<file path="src/rtl/ad_fifo_ctrl.sv">
// Add/drop FIFO sequencer for USB2 data recovery: phase filter, Add/Drop pulses, CRD strobe, FIFO reset.
// Latency: all outputs registered, corrections/resync visible the cycle after the deciding edge; no backpressure.
// Optional: AD_FIFO_CTRL_STICKY_ERR_EN parks the FSM in FAULT after an under/overflow until Enable drops.
module ad_fifo_ctrl #(
    parameter int FILT_W        = 4,
    parameter int THRESH        = 6,
    parameter int HOLDOFF       = 3,
    parameter int RESYNC_CYCLES = 8,
    parameter int MAX_OFFSET    = 20,
    parameter int LOCK_CYCLES   = 16
) (
    input  logic       Clock,
    input  logic       Reset,
    input  logic       Enable,
    input  logic       Early,
    input  logic       Late,
    input  logic       Underflow,
    input  logic       Overflow,
    output logic       CRD,
    output logic       Add,
    output logic       Drop,
    output logic       FifoReset,
    output logic [7:0] Offset,
    output logic [7:0] ErrCount,
    output logic       Locked
);

    typedef enum logic [2:0] {
        S_IDLE   = 3'd0,
        S_RESYNC = 3'd1,
        S_TRACK  = 3'd2,
        S_HOLD   = 3'd3,
        S_FAULT  = 3'd4
    } state_t;

    localparam int STEP_MAX = (RESYNC_CYCLES > HOLDOFF) ? RESYNC_CYCLES : HOLDOFF;
    localparam int STEP_W   = $clog2(STEP_MAX + 1);
    localparam int LOCK_W   = $clog2(LOCK_CYCLES + 1);

    localparam logic [STEP_W-1:0]        RESYNC_LAST = STEP_W'(RESYNC_CYCLES - 1);
    localparam logic [STEP_W-1:0]        HOLD_LAST   = STEP_W'(HOLDOFF - 1);
    localparam logic [STEP_W-1:0]        STEP_ONE    = STEP_W'(1);
    localparam logic [LOCK_W-1:0]        LOCK_FULL   = LOCK_W'(LOCK_CYCLES);
    localparam logic [LOCK_W-1:0]        LOCK_ONE    = LOCK_W'(1);
    localparam logic signed [FILT_W-1:0] FILT_POS    = FILT_W'(THRESH);
    localparam logic signed [FILT_W-1:0] FILT_NEG    = FILT_W'(-THRESH);
    localparam logic signed [FILT_W-1:0] FILT_ONE    = FILT_W'(1);
    localparam logic [7:0]               OFF_POS     = 8'(MAX_OFFSET);
    localparam logic [7:0]               OFF_NEG     = 8'(-MAX_OFFSET);

`ifdef AD_FIFO_CTRL_STICKY_ERR_EN
    localparam state_t ERR_DEST = S_FAULT;
`else
    localparam state_t ERR_DEST = S_RESYNC;
`endif

    state_t                   state_q, state_d;
    logic [STEP_W-1:0]        step_q, step_d;
    logic [LOCK_W-1:0]        lock_q, lock_d;
    logic signed [FILT_W-1:0] filt_q, filt_d, filt_upd;
    logic [7:0]               offset_d, errcnt_d;
    logic                     crd_d, add_d, drop_d, fifo_reset_d, locked_d;

    logic track_or_hold, err_evt, hit_pos, hit_neg, add_go, drop_go;

    always_comb begin
        filt_upd = filt_q;
        if (Early && !Late) begin
            filt_upd = filt_q + FILT_ONE;
        end else if (Late && !Early) begin
            filt_upd = filt_q - FILT_ONE;
        end
    end

    // A saturated offset suppresses the pulse but the crossing still counts as a correction for the FSM.
    always_comb begin
        track_or_hold = (state_q == S_TRACK) || (state_q == S_HOLD);
        err_evt       = track_or_hold && (Underflow || Overflow);
        hit_pos       = (state_q == S_TRACK) && (filt_upd == FILT_POS);
        hit_neg       = (state_q == S_TRACK) && (filt_upd == FILT_NEG);
        add_go        = Enable && hit_pos && !err_evt && (Offset != OFF_POS);
        drop_go       = Enable && hit_neg && !err_evt && (Offset != OFF_NEG);
    end

    always_ff @(posedge Clock or posedge Reset) begin
        if (Reset) begin
            state_q   <= S_IDLE;
            step_q    <= '0;
            lock_q    <= '0;
            filt_q    <= '0;
            CRD       <= 1'b0;
            Add       <= 1'b0;
            Drop      <= 1'b0;
            FifoReset <= 1'b0;
            Offset    <= 8'd0;
            ErrCount  <= 8'd0;
            Locked    <= 1'b0;
        end else begin
            state_q   <= state_d;
            step_q    <= step_d;
            lock_q    <= lock_d;
            filt_q    <= filt_d;
            CRD       <= crd_d;
            Add       <= add_d;
            Drop      <= drop_d;
            FifoReset <= fifo_reset_d;
            Offset    <= offset_d;
            ErrCount  <= errcnt_d;
            Locked    <= locked_d;
        end
    end

    always_comb begin
        state_d = state_q;
        if (!Enable) begin
            state_d = S_IDLE;
        end else begin
            case (state_q)
                S_IDLE:   state_d = S_RESYNC;
                S_RESYNC: if (step_q == RESYNC_LAST) state_d = S_TRACK;
                S_TRACK: begin
                    if (err_evt) begin
                        state_d = ERR_DEST;
                    end else if (hit_pos || hit_neg) begin
                        state_d = S_HOLD;
                    end
                end
                S_HOLD: begin
                    if (err_evt) begin
                        state_d = ERR_DEST;
                    end else if (step_q == HOLD_LAST) begin
                        state_d = S_TRACK;
                    end
                end
                S_FAULT:  state_d = S_FAULT;
                default:  state_d = S_IDLE;
            endcase
        end
    end

    // Outputs are computed from the next state so that every output leaves a flop.
    always_comb begin
        crd_d        = (state_d == S_TRACK) || (state_d == S_HOLD);
        fifo_reset_d = (state_d == S_RESYNC) || (state_d == S_FAULT);
        add_d        = add_go;
        drop_d       = drop_go;

        step_d = '0;
        if ((state_d == state_q) && ((state_q == S_RESYNC) || (state_q == S_HOLD))) begin
            step_d = step_q + STEP_ONE;
        end

        filt_d = filt_q;
        if (state_d == S_RESYNC) begin
            filt_d = '0;
        end else if ((state_q == S_TRACK) && (state_d == S_TRACK)) begin
            filt_d = filt_upd;
        end else if ((state_q == S_TRACK) && (state_d == S_HOLD)) begin
            filt_d = '0;
        end

        lock_d = '0;
        if (track_or_hold && ((state_d == S_TRACK) || (state_d == S_HOLD))) begin
            if (add_go || drop_go) begin
                lock_d = '0;
            end else if (lock_q != LOCK_FULL) begin
                lock_d = lock_q + LOCK_ONE;
            end else begin
                lock_d = lock_q;
            end
        end
        locked_d = (lock_d == LOCK_FULL);

        offset_d = Offset;
        if (state_d == S_RESYNC) begin
            offset_d = 8'd0;
        end else if (add_go) begin
            offset_d = Offset + 8'd1;
        end else if (drop_go) begin
            offset_d = Offset - 8'd1;
        end

        errcnt_d = ErrCount;
        if (Enable && err_evt && (ErrCount != 8'hFF)) begin
            errcnt_d = ErrCount + 8'd1;
        end
    end

endmodule

</file>
<file path="config.mk">
export PLATFORM = sky130hd
export DESIGN_NAME = ad_fifo_ctrl
export DESIGN_NICKNAME = d
export VERILOG_FILES = /design/src/rtl/ad_fifo_ctrl.sv
export SDC_FILE = /design/constraint.sdc
export NUM_CORES = 1
export LEC_CHECK = 0
export ABC_CLOCK_PERIOD_IN_PS = 4500
export CORE_MARGIN = 3
export CORE_UTILIZATION = 51
export CTS_BUF_LIST = sky130_fd_sc_hd__clkbuf_4 sky130_fd_sc_hd__clkbuf_8 sky130_fd_sc_hd__clkbuf_16
export CTS_CLUSTER_DIAMETER = 100
export CTS_CLUSTER_SIZE = 40
export DETAILED_ROUTE_END_ITERATION = 10
export PLACE_DENSITY = 0.74
export SETUP_SLACK_MARGIN = 0.05
export SLEW_MARGIN = 30
export SYNTH_ARGS = -nofsm -noshare
export SYNTH_HDL_FRONTEND = slang
export SYNTH_SLANG_ARGS = --single-unit
</file>
<file path="constraint.sdc">
create_clock -name Clock -period 4.5 [get_ports Clock]
set_clock_uncertainty 0.15 [all_clocks]
set_input_delay 0.9 -clock Clock [delete_from_list [all_inputs] [get_ports Clock]]
set_output_delay 0.9 -clock Clock [all_outputs]
set_load 0.01 [all_outputs]
</file>
* Word level (Yosys, flattened, before mapping)
Cells that the tools add are included.
** Storage, ports and cells
- Output and inout port bits :: 21
- Logic and storage cells :: 85
- Flip-flop bits (word level) :: 37
** Cells by class
- Add/sub/neg operators :: 7
- Reductions and logical operators :: 30
- Equality and inequality tests :: 18
- Muxes and demuxes :: 19
** Operator list (number)
- $mux W4 :: 6
- $mux W8 :: 3
- $mux W3 :: 6
- $logic_and A1 B1 Y1 :: 17
- $add A8 B1 Y8 const B :: 2
- $ne A8 B8 Y1 const B :: 2
- $mux W5 :: 3
- $pmux W3 S5 :: 1
- $eq A3 B2 Y1 const B :: 4
- $eq A4 B4 Y1 const B :: 2
- $ne A8 B5 Y1 const B :: 1
- $sub A8 B1 Y8 const B :: 1
- $logic_or A1 B1 Y1 :: 7
- $eq A3 B1 Y1 const B :: 2
- $eq A3 B3 Y1 const B :: 2
- $reduce_bool A3 Y1 :: 2
- $add A5 B1 Y5 const B :: 1
- $eq A5 B5 Y1 const B :: 1
- $ne A5 B5 Y1 const B :: 1
- $add A4 B1 Y4 const B :: 1
- $add A4 B2 Y4 const B :: 1
- $eq A4 B2 Y1 const B :: 1
- $eq A4 B3 Y1 const B :: 1
- $sub A4 B2 Y4 const B :: 1
- 3 further kinds :: 5

* Logic depth before layout (Yosys ltp)
Gate-level depths: netlist of run 1.
- Word-level depth :: 16
- Depth in mapped cells :: 14

* Worst setup path after synthesis of run 1
OpenSTA, ideal clock, no wires.
- Kind :: input-to-reg
- Start :: input Overflow
- End :: register Offset[7]
- Library setup time :: 82 ps
- Arrival :: 3992 ps
- Data required time :: 4268 ps
- Path buffers :: 0
- Slack :: 276 ps
- Stages :: 10
- Cells stage by stage :: or2_1 -> nor4b_2 -> o21a_1 -> nand4_1 -> ha_1 -> and3_1 -> a221o_1 -> o41a_1 -> or3b_2 -> a31oi_1
** On the way
- Cells in the longest elaborated chain, start to end :: 7
- Elaborated cells on any way between the ends :: 15
** Ends and longest elaborated chain
- from (decl) :: RTL line 18 : input logic Overflow,
- $logic_or A1 B1 Y1 (*) :: RTL line 78 : err_evt = track_or_hold && (Underflow || Overflow);
- $logic_and A1 B1 Y1 (*) :: RTL line 78
- $mux W3 (tied with other cells) :: RTL line 129 : if (err_evt) begin
- $pmux W3 S5 / $logic_and A1 B1 Y1 (equally long branches) :: RTL line 118, 81
- $mux W3 / $logic_and A1 B1 Y1 (equally long branches) :: RTL line 115, 81
- $eq A3 B1 Y1 / $mux W8 (equally long branches) :: RTL line 175, 177
- $reduce_bool A3 Y1 (no line) / $mux W8 (equally long branches)
- to (signal assigned) :: RTL line 107 : Offset <= offset_d;
- to (decl) :: RTL line 23 : output logic [7:0] Offset,
Mark *: on every way between the ends. The rest lies on a longest branch, timed or not.
A chain may end at the register's enable or synchronous reset.

* Worst setup path after layout of run 1
- Start :: input Early
- End :: register Offset[7]
** On the way
- Cells in the longest elaborated chain, start to end :: 13
- Elaborated cells on any way between the ends :: 24
** Ends and longest elaborated chain
- from (decl) :: RTL line 15 : input logic Early,
- $logic_not A1 Y1 :: RTL line 70 : end else if (Late && !Early) begin
- $logic_and A1 B1 Y1 :: RTL line 70
- $mux W4 :: RTL line 70
- $mux W4 (*) :: RTL line 68 : if (Early && !Late) begin
- $eq A4 B4 Y1 (on tied branches) :: RTL line 79, 80
- $logic_and A1 B1 Y1 (on tied branches) :: RTL line 79, 80
- $logic_or A1 B1 Y1 :: RTL line 124 : end else if (hit_pos || hit_neg) begin
- $mux W3 :: RTL line 124
- $mux W3 :: RTL line 122 : if (err_evt) begin
- $pmux W3 S5 :: RTL line 118 : case (state_q)
- $mux W3 :: RTL line 115 : if (!Enable) begin
- $eq A3 B1 Y1 :: RTL line 175 : if (state_d == S_RESYNC) begin
- $reduce_bool A3 Y1 (no line) / $mux W8 (equally long branches)
Marked as above.

==> run summary, run 1 <==
WHS Path Cells -> 1
Final Wtd Congestion -> 0.815
Switching Share -> 22.8%
Post-synth EDFFs -> 0
1st-iter DRT viols -> 76
Synth warn -> 0
Routed WL -> 4320 microns
Post-DP HPWL -> 3250 microns
Post-Syn Area per Cell -> 9.59 sq um
Final ANT Viol Nets -> 0
IO Count -> 28
First-pass GRT wire length -> 7770 microns
Sequential power share -> 56.2%
Hold_sp -> ErrCount[6]
Instance area after placement -> 2590 sq um
Post-route DRC -> 0
Slew @ Worst Pin -> 0.451 ns
H-tree Lvls -> 2
Largest net degree at the start of global routing -> 38
Final Max Slew Viols -> 0
Main synth FF type -> dfrtp_1
Fin area -> 2680 sq um
Met1 WL -> 2050 microns
Initial antenna violation count -> 0
Final Setup Violations -> 0
Worst setup path category -> in2reg
Distinct cells, synth -> 50
Vias after detailed routing -> 1,779
Data required time of the critical path -> 4.55 ns
Reg2reg path depth -> 12
Hold Path Sink -> ErrCount[6]
CP Data Arrival Time -> 4.24 ns
Register area share after synthesis -> 42.0%
Share of layout cells above drive strength 1 -> 11.0%
Fill count -> 328
Core Util, Final -> 65.7%
Internal power -> 0.461 mW
Reg-to-Reg Start -> filt_q[0]
Switching power -> 0.136 mW
RSZ-0062 raised after global routing -> false
GR Util All Layers -> 18.7%
Area grow syn2layout -> 21.7%
Crit end category -> register
Post-Syn Instances -> 230
Final nets -> 292
Tmin final -> 4.19 ns
Crit path max fanout -> 6
Die Y -> 71.8 microns
Top Metal Used -> met4
Die width -> 71.8 microns
R2R Setup Slk -> 0.65 ns
Grt ovf -> 0
Leak -> 1.19 nW
Total clock sinks -> 37
CTS Hold Bufs -> 0
Max Clk Rate -> 0.239 GHz
Hold crit path type -> reg2reg
Clock group share of total power -> 38.2%
CTS Buf Count -> 5
Critical R2R Capture -> Offset[7]
Diodes inserted -> 0
Syn_nets -> 251
Clock Path Buffers -> 2
CTS Root Cell -> clkbuf_8
Die area -> 5150 sq um
Ys async rst share -> 100%
Core area -> 4090 sq um
Maximum vdd drop -> 182 uV
Worst-skew pair later-pin latency -> 0.29 ns
Syn Std Cell Area -> 2210 sq um
Max cap viols -> 0
Slew HR -> 69.9%
Port Buffer Count -> 27
Gate power share -> 5.7%
Setup crit start kind -> input pin
Via-per-instance ratio -> 5.52
Met3 WL -> 161 microns
Fin crit share -> 93.1%
Wirelength per Cell -> 13.4 microns
Rows -> 23
Vias in the first global route -> 1,763
TritonCTS clock tree -> built
Clock slew at reported path FFs -> 0.07 ns
Yosys reg bits -> 37
Initial Util -> 54.0%
Final hold viol count -> 0
DRT Pass-1 Iters -> 4
Outcome -> finished clean
Pwr per Cell Area -> 223 nW/um^2
Routed met2 length -> 2080 microns
routing by layer:
metal	track usage (%)	vias up
li1	-	903
met1	24.5	841
met2	31.5	30
met3	4.49	5
met4	4.18	0
met5	0	-
worst max-delay path, cell delays in order:
cell	delay, ns
clkdlybuf4s50_1	0.50
nand2b_1	0.24
o31ai_1	0.27
o21a_1	0.21
nand4_1	0.08
buf_4	0.17
ha_1	0.32
and3_1	0.18
a221o_1	0.35
o41a_1	0.37
or3b_2	0.46
a31oi_1	0.19
power groups by stage:
stage                     combinational, mW  sequential [mW]  clock (mW)
after detailed placement             0.0345            0.342           0
after CTS                            0.0347            0.336       0.234
after global routing                 0.0386            0.336       0.249
after floorplan                      0.0191            0.342           0
final                                0.0338            0.336       0.228
after global placement               0.0341            0.342           0
cells by family after synthesis:
kind of cell | after synthesis | share of synthesized area, %
fa+ha+maj | 14 | 8.28
xor+xnor | 20 | 8.28
flops | 37 | 42.0
buf+inv | 17 | 3.12
compound gates | 44 | 13.4
simple gates | 94 | 23.0
mux | 4 | 1.99
synth_stat cells (all sizes together), types with 2 or more instances:
| master | n | area share [%] |
|---|---|---|
| dfrtp | 37 | 42 |
| nor2 | 25 | 4.3 |
| nand3 | 16 | 3.6 |
| inv | 14 | 2.4 |
| ha | 13 | 7.4 |
| nand2 | 12 | 2.0 |
| a21oi | 11 | 2.5 |
| xnor2 | 11 | 4.4 |
| o21ai | 9 | 2.0 |
| xor2 | 9 | 3.9 |
| nor3 | 7 | 1.6 |
| and3 | 5 | 1.4 |
| nand2b | 4 | 1.1 |
| nand4 | 4 | 1.1 |
| o21a | 4 | 1.4 |
| or3 | 4 | 1.1 |
| a22o | 3 | 1.2 |
| mux2 | 3 | 1.5 |
| nor2b | 3 | 0.85 |
| or2 | 3 | 0.85 |
| a211oi | 2 | 0.68 |
| a21o | 2 | 0.68 |
| a31oi | 2 | 0.57 |
| buf | 2 | 0.57 |
| nand4b | 2 | 0.79 |
| nor3b | 2 | 0.68 |
| nor4b | 2 | 1.8 |
| o22ai | 2 | 0.85 |
| or4 | 2 | 0.68 |
what timing repair did:
| action | 4_1_cts | 5_1_grt |
|---|---|---|
| buffers inserted | 0 | 1 |
| gates resized for setup | 0 | 0 |
| setup endpoints to repair | 0 | 1 |
stage by stage:
stage               power (mW)  TNS, ns  hold WS, ns  std cells  setup WS (ns)
global route             0.624        0        0.382        322          0.171
floorplan                0.361        0        0.304        230          0.276
finish                   0.598        0        0.349        322          0.311
CTS                      0.605        0        0.350        321          0.193
detailed placement       0.377   -0.106        0.340        313         -0.106
global placement         0.376        0        0.329        313         0.0445
state kept, by name (all words and copies together) (netlist names):
| signal | cells |
|---|---|
| Offset | 8 |
| state_q | 3 |
| lock_q | 5 |
| Drop | 1 |
| CRD | 1 |
| filt_q | 4 |
| FifoReset | 1 |
| Locked | 1 |
| Add | 1 |
| step_q | 4 |
| ErrCount | 8 |
worst max-delay path by stage:
stage,start,depth (start not counted),end
after floorplan,Overflow,10,Offset[7]
after global placement,Overflow,11,Offset[7]
after detailed placement,Early,11,Offset[7]
after CTS,Early,11,Offset[7]
after global routing,Late,12,Offset[7]
final,Early,12,Offset[7]
layout make-up:
class                           count  area, sq um  share of cell area (%)
Sequential cell                    37          926                    34.5
Tap cell                           50         62.6                    2.33
Inverter                           14         52.6                    1.96
Multi-Input combinational cell    176         1210                    45.1
Clock inverter                      2         10.0                   0.373
Timing Repair Buffer               37          345                    12.9
Clock buffer                        6         76.3                    2.84
cell usage in the layout, fill, tap and decap left out, types with 2 or more instances in the layout:
master / instances
a21o_1: 2
ha_1: 13
xor2_1: 8
nand4b_1: 2
or4_1: 2
nand2_1: 12
clkinv_2: 2
or2_2: 2
nor2b_1: 3
mux2_2: 3
a211oi_1: 2
a31oi_1: 2
buf_4: 10
nor3_1: 7
o21ai_0: 9
nand2b_1: 4
nor3b_1: 2
nand4_1: 4
or3_1: 4
a21oi_1: 11
and3_1: 5
clkdlybuf4s50_1: 27
inv_1: 12
xnor2_1: 11
a22o_1: 3
o21a_1: 4
nand3_1: 16
nor2_1: 25
dfrtp_1: 37
inv_2: 2
clkbuf_8: 5
(Power assumes the default switching activity.)
==> inputs of run 2 (changes only) <==
--- a/config.mk
+++ b/config.mk
@@ -13,7 +13,6 @@
 export CTS_CLUSTER_SIZE = 40
 export DETAILED_ROUTE_END_ITERATION = 10
 export PLACE_DENSITY = 0.74
-export SETUP_SLACK_MARGIN = 0.05
 export SLEW_MARGIN = 30
 export SYNTH_ARGS = -nofsm -noshare
 export SYNTH_HDL_FRONTEND = slang
==> run 2 against run 1 <==
Net effect: sequential share of layout area up 0.097 points; maximum frequency fell by 2.8%; wire length down 0.12%; setup slack got worse by 0.12 ns; register-to-register slack lost 0.13 ns; non-clock buffer count is 1 lower; hold slack hardly changed; cell count shrank 0.31%; flip-flop and latch count is the same; critical path type unchanged.
==> run summary, run 2 (synthesis results as in run 1) <==
Outcome -> finished clean
Hold Path Sink -> ErrCount[6]
Final hold viol count -> 0 (unchanged)
Buf+Inv Stages, Crit Path -> 1 (-1)
Delay-heaviest family, CP -> simple AND/OR/NAND/NOR gates
Core Util, Final -> 65.5% (-0.18 points)
Critical R2R Capture -> Offset[7]
Reg-to-Reg Start -> filt_q[0]
Area grow syn2layout -> 21.3%
Leak -> 1.19 nW (-0.35%)
WHS Path Cells -> 1 (unchanged)
Post-CTS setup buffer count -> 0 (unchanged)
Worst stage delay on the critical path -> 0.46 ns (-0.04 ns)
CTS Buf Count -> 5 (unchanged)
First-pass GRT wire length -> 7770 microns (unchanged)
PostCTS Resize Cnt -> 0 (unchanged)
Fin crit share -> 95.8% (+2.7 points)
Port Buffer Count -> 27 (unchanged)
Data required time of the critical path -> 4.54 ns (about the same)
Final non-filler cell total -> 321 (-0.31%)
Setup crit start kind -> input pin
Final ANT Viol Nets -> 0 (unchanged)
Die Y -> 71.8 microns (unchanged)
Max Clk Rate -> 0.232 GHz (-2.8%)
Pwr per Cell Area -> 223 nW/um^2 (+0.11%)
Wirelength per Cell -> 13.4 microns (+0.20%)
Max cap viols -> 0 (unchanged)
Tmin final -> 4.31 ns (+0.122 ns)
Die width -> 71.8 microns (unchanged)
RSZ-0062 raised after global routing -> false
Final nets -> 291 (-0.34%)
Diodes inserted -> 0 (unchanged)
Crit end category -> register
Slew @ Worst Pin -> 0.453 ns (+0.00155 ns)
Crit path max fanout -> 6 (unchanged)
IO Count -> 28 (unchanged)
Final Max Slew Viols -> 0 (unchanged)
TritonCTS clock tree -> built
Area of the multi-input gates -> 1210 sq um (unchanged)
Rows -> 23 (unchanged)
Via-per-instance ratio -> 5.48 (-0.87%)
H-tree Lvls -> 2 (unchanged)
Clock slew at reported path FFs -> 0.08 ns (about the same)
CP Data Arrival Time -> 4.35 ns (+0.11 ns)
Slew HR -> 69.8% (-0.10 points)
Post-route DRC -> 0 (unchanged)
Hold_sp -> ErrCount[6]
Regs by FF count -> ErrCount: 8 flops, Offset: 8 flops, lock_q: 5 flops
Fill count -> 328 (unchanged)
Most frequent cells in the layout -> 37 x dfrtp_1, 27 x clkdlybuf4s50_1, 25 x nor2_1
Routed WL -> 4320 microns (-0.12%)
Final Setup Violations -> 0 (unchanged)
Initial Util -> 54.0% (unchanged)
Largest net degree at the start of global routing -> 38 (unchanged)
Core area -> 4090 sq um (unchanged)
Maximum vdd drop -> 181 uV (-0.95%)
Share of layout cells above drive strength 1 -> 10.7% (-0.33 points)
Critical-path cell list -> clkdlybuf4s50_1, or2_1, nor4b_2, o21a_1, nand4_1, ha_1, and3_1, a221o_1, o41a_1, or3b_2, a31oi_1
GR Util All Layers -> 18.7% (unchanged)
Total clock sinks -> 37 (unchanged)
Hold crit path type -> reg2reg
Reg2reg path depth -> 11 (-1)
Worst setup path category -> in2reg
Vias in the first global route -> 1,763 (unchanged)
CTS Hold Bufs -> 0 (unchanged)
Post-DP HPWL -> 3250 microns (unchanged)
CTS Root Cell -> clkbuf_8
Commonest non-fill, non-tap cell in the layout -> dfrtp_1
Worst-skew pair later-pin latency -> 0.28 ns (about the same)
Crit-path slowest cell -> or3b_2
Final Wtd Congestion -> 0.815 (unchanged)
Grt ovf -> 0 (unchanged)
Vias after detailed routing -> 1,758 (-1.2%)
R2R Setup Slk -> 0.52 ns (-0.13 ns)
1st-iter DRT viols -> 72 (-5.3%)
DRT Pass-1 Iters -> 4 (unchanged)
Clock Path Buffers -> 2 (unchanged)
Initial antenna violation count -> 0 (unchanged)
Hold Slack -> 0.349 ns (-0.0000630 ns)
Register area -> 926 sq um (unchanged)
Die area -> 5150 sq um (unchanged)
DP Cell Count -> 313 (unchanged)
run 2: cell count changes in the layout (fill, tap and decap cells not counted), sizes merged:
cell  before  now
buf       10    9
run 2: worst reg2reg max path: cells and delay by family (launching register included):
family,cells,cell delay [ns]
compound gates,5,1.42
fa+ha+maj,2,0.80
buf+inv,1,0.14
flops,1,0.47
simple gates,3,0.91
run 2: layout make-up:
class / instances / share of cell area, %
multi-input combinational: 176 / 45.3
sequential: 37 / 34.6
timing repair buffer: 36 / 12.6
clock buffer: 6 / 2.85
tap: 50 / 2.34
inverter: 14 / 1.96
clock inverter: 2 / 0.374
run 2: stage by stage:
stage                     worst slack [ns]  cell area [sq um]  total power, mW  TNS (ns)
after floorplan                      0.276               2210            0.361         0
after global placement              0.0445               2590            0.376         0
after detailed placement            -0.106               2590            0.377    -0.106
after CTS                            0.193               2680            0.605         0
after global routing                0.0167               2680            0.624         0
final                                0.189               2680            0.597         0
run 2: worst max-delay path by stage:
stage,startpoint,end,depth (start not counted)
floorplan,Overflow,Offset[7],10
global placement,Overflow,Offset[7],11
detailed placement,Early,Offset[7],11
CTS,Early,Offset[7],11
global route,Late,Offset[7],11
finish,Overflow,Offset[7],11
run 2: metal layers:
metal	GRT usage (%)	routed length [microns]	vias to the layer above
met1	24.5	2100	830
met2	31.5	2090	27
met4	4.18	9	0
met5	0	0	-
met3	4.49	121	2
li1	-	-	899
run 2: where the power goes:
| part | switching (mW) | leakage, nW | internal [mW] |
|---|---|---|---|
| Sequential | 0.00182 | 0.511 | 0.334 |
| Clock | 0.114 | 0.0484 | 0.113 |
| Combinational | 0.0198 | 0.626 | 0.0141 |
| Total | 0.135 | 1.19 | 0.461 |
==> inputs of run 3 (changes only) <==
--- a/config.mk
+++ b/config.mk
@@ -5,14 +5,17 @@
 export SDC_FILE = /design/constraint.sdc
 export NUM_CORES = 1
 export LEC_CHECK = 0
-export ABC_CLOCK_PERIOD_IN_PS = 4500
+export ABC_CLOCK_PERIOD_IN_PS = 3730
+export CELL_PAD_IN_SITES_DETAIL_PLACEMENT = 2
+export CELL_PAD_IN_SITES_GLOBAL_PLACEMENT = 2
 export CORE_MARGIN = 3
-export CORE_UTILIZATION = 51
+export CORE_UTILIZATION = 31
 export CTS_BUF_LIST = sky130_fd_sc_hd__clkbuf_4 sky130_fd_sc_hd__clkbuf_8 sky130_fd_sc_hd__clkbuf_16
 export CTS_CLUSTER_DIAMETER = 100
 export CTS_CLUSTER_SIZE = 40
 export DETAILED_ROUTE_END_ITERATION = 10
-export PLACE_DENSITY = 0.74
+export PLACE_DENSITY_LB_ADDON = 0.1
+export REMOVE_ABC_BUFFERS = 1
 export SLEW_MARGIN = 30
 export SYNTH_ARGS = -nofsm -noshare
 export SYNTH_HDL_FRONTEND = slang
==> constraint.sdc (replaced) <==
create_clock -name Clock -period 3.73 [get_ports Clock]
set_clock_uncertainty 0.15 [all_clocks]
set_input_delay 0.746 -clock Clock [delete_from_list [all_inputs] [get_ports Clock]]
set_output_delay 0.746 -clock Clock [all_outputs]
set_load 0.01 [all_outputs]
==> run 3 against run 2 <==
Net effect: clock power increased by 33%; critical path depth increased by 1; via count increased by 11%; critical endpoint unchanged; highest routed layer unchanged; largest cell class unchanged.
==> run summary, run 3 (synthesis results as in run 1) <==
Outcome -> finished clean
Commonest non-fill, non-tap cell in the layout -> dfrtp_1
Clock group share of total power -> 39.6% (+1.5 points)
CP Data Arrival Time -> 3.63 ns (-0.72 ns)
Final hold viol count -> 0 (unchanged)
Data required time of the critical path -> 3.78 ns (-0.76 ns)
Worst-skew pair later-pin latency -> 0.29 ns (about the same)
Worst stage delay on the critical path -> 0.39 ns (-0.07 ns)
TritonCTS clock tree -> built
Via-per-instance ratio -> 4.95 (-9.5%)
Hold crit path type -> reg2reg
Gate power share -> 7.2% (+1.5 points)
Final Max Slew Viols -> 0 (unchanged)
Max cap viols -> 0 (unchanged)
Slew HR -> 65.0% (-4.8 points)
CTS Hold Bufs -> 0 (unchanged)
Setup crit start kind -> input pin
Fill count -> 745 (+130%)
Share of layout cells above drive strength 1 -> 23.5% (+13 points)
Final setup TNS -> 0 ns (unchanged)
Tmin final -> 3.58 ns
Switching Share -> 24.2% (+1.5 points)
Rows -> 30 (+30%)
Post-route DRC -> 0 (unchanged)
DRT Pass-1 Iters -> 4 (unchanged)
Sequential power share -> 53.2% (-3.1 points)
Vias after detailed routing -> 1,952 (+11%)
Post-DP HPWL -> 4730 microns (+46%)
Clock Path Buffers -> 2 (unchanged)
Fin area -> 3040 sq um (+14%)
Clock slew at reported path FFs -> 0.08 ns (about the same)
Pwr per Cell Area -> 250 nW/um^2 (+12%)
Crit-path slowest cell -> or3_1
Worst setup path category -> in2reg
R2R Setup Slk -> 0.22 ns (-0.30 ns)
Diodes inserted -> 0 (unchanged)
Crit path max fanout -> 5 (-1)
Internal power -> 0.576 mW (+25%)
Die width -> 90.4 microns (+26%)
Area grow syn2layout -> 38.0%
Grt ovf -> 0 (unchanged)
Maximum vdd drop -> 157 uV (-13%)
Wirelength per Cell -> 16.3 microns (+22%)
Most frequent cells in the layout -> 37 x dfrtp_1, 35 x buf_4, 25 x nor2_1
IO Count -> 28 (unchanged)
Switching power -> 0.184 mW (+36%)
Routed WL -> 6440 microns (+49%)
Initial antenna violation count -> 0 (unchanged)
Fin crit share -> 95.9%
First-pass GRT wire length -> 11,300 microns (+45%)
CTS Root Cell -> clkbuf_8
Crit end category -> register
Final Wtd Congestion -> 0.825 (+1.3%)
Total power -> 0.760 mW (+27%)
Final nets -> 318 (+9.3%)
CTS Buf Count -> 5 (unchanged)
Final worst slack -> 0.153 ns (-0.0366 ns)
Hold Slack -> 0.347 ns (-0.00128 ns)
Place WS -> -0.717 ns (-0.611 ns)
Instance area after placement -> 2830 sq um (+9.2%)
Vias in the first global route -> 2,218 (+26%)
Core area -> 6830 sq um (+67%)
Final Setup Violations -> 0 (unchanged)
Largest net degree at the start of global routing -> 25 (-34%)
Die Y -> 90.4 microns (+26%)
Slew @ Worst Pin -> 0.524 ns (+0.0713 ns)
Port Buffer Count -> 27 (unchanged)
Total clock sinks -> 37 (unchanged)
GR Util All Layers -> 16.9% (-1.9 points)
1st-iter DRT viols -> 39 (-46%)
Leak -> 1.36 nW (+14%)
Final ANT Viol Nets -> 0 (unchanged)
H-tree Lvls -> 2 (unchanged)
Die area -> 8160 sq um (+59%)
RSZ-0062 raised after global routing -> false
Initial Util -> 32.3% (-22 points)
Max Clk Rate -> 0.280 GHz
Regs by FF count -> ErrCount: 8 flops, Offset: 8 flops, lock_q: 5 flops
Critical-path cell list -> dlygate4sd2_1, or2_4, nor4b_4, o21a_1, nand4_1, buf_6, ha_4, a21o_1, a221o_1, o41a_1, or3_1, a31oi_1
## run 3: area by class of cell
class	instances	area [sq um]	area share (%)
sequential	37	926	30.4
tap	96	120	3.95
timing repair buffer	63	532	17.5
clock buffer	6	82.6	2.71
inverter	14	52.6	1.73
clock inverter	2	13.8	0.452
multi-input combinational	176	1320	43.3
## run 3: power by group through the flow
stage	registers (mW)	logic, mW	clock network, mW
after CTS	0.405	0.0536	0.312
after floorplan	0.413	0.0227	0
after global placement	0.412	0.0512	0
final	0.405	0.0544	0.301
after global routing	0.405	0.0610	0.330
after detailed placement	0.412	0.0522	0
## run 3: path summary, 6_finish.rpt
kind                        startpoint     endpoint  depth (start not counted)
min                        ErrCount[7]  ErrCount[7]                          1
max                           Overflow    Offset[7]                         12
max reg2reg                  filt_q[0]    Offset[7]                         12
max in group asynchronous        Reset    Offset[5]                          3
min in group asynchronous        Reset         Drop                          2
min reg2reg                ErrCount[7]  ErrCount[7]                          1
## run 3: timing repair
item / in CTS / in global routing
endpoints found under the setup margin: 3 / 1
pin swaps: 8 / 2
setup buffers: 3 / 0
gates cloned: 0 / 0
gates resized for setup: 18 / 7
## run 3: worst max-delay path: cells and delay by family
family / cells / cell delay, ns
simple gates: 4 / 1.01
compound gates: 5 / 1.24
fa+ha+maj: 1 / 0.20
buf+inv: 2 / 0.41
## run 3: stage by stage
stage / util [%] / instances
final: 44.6 / 394
after global routing: 44.6 / 394
after CTS: 44.4 / 394
after detailed placement: 41.4 / 383
after global placement: 41.4 / 383
after floorplan: - / 227
## run 3: routing by layer
| layer | GRT usage [%] | share of wire [%] |
|---|---|---|
| met5 | 0 | 0 |
| met4 | 3.83 | 0.92 |
| met3 | 2.58 | 1.8 |
| met2 | 28.7 | 51 |
| met1 | 22.5 | 47 |
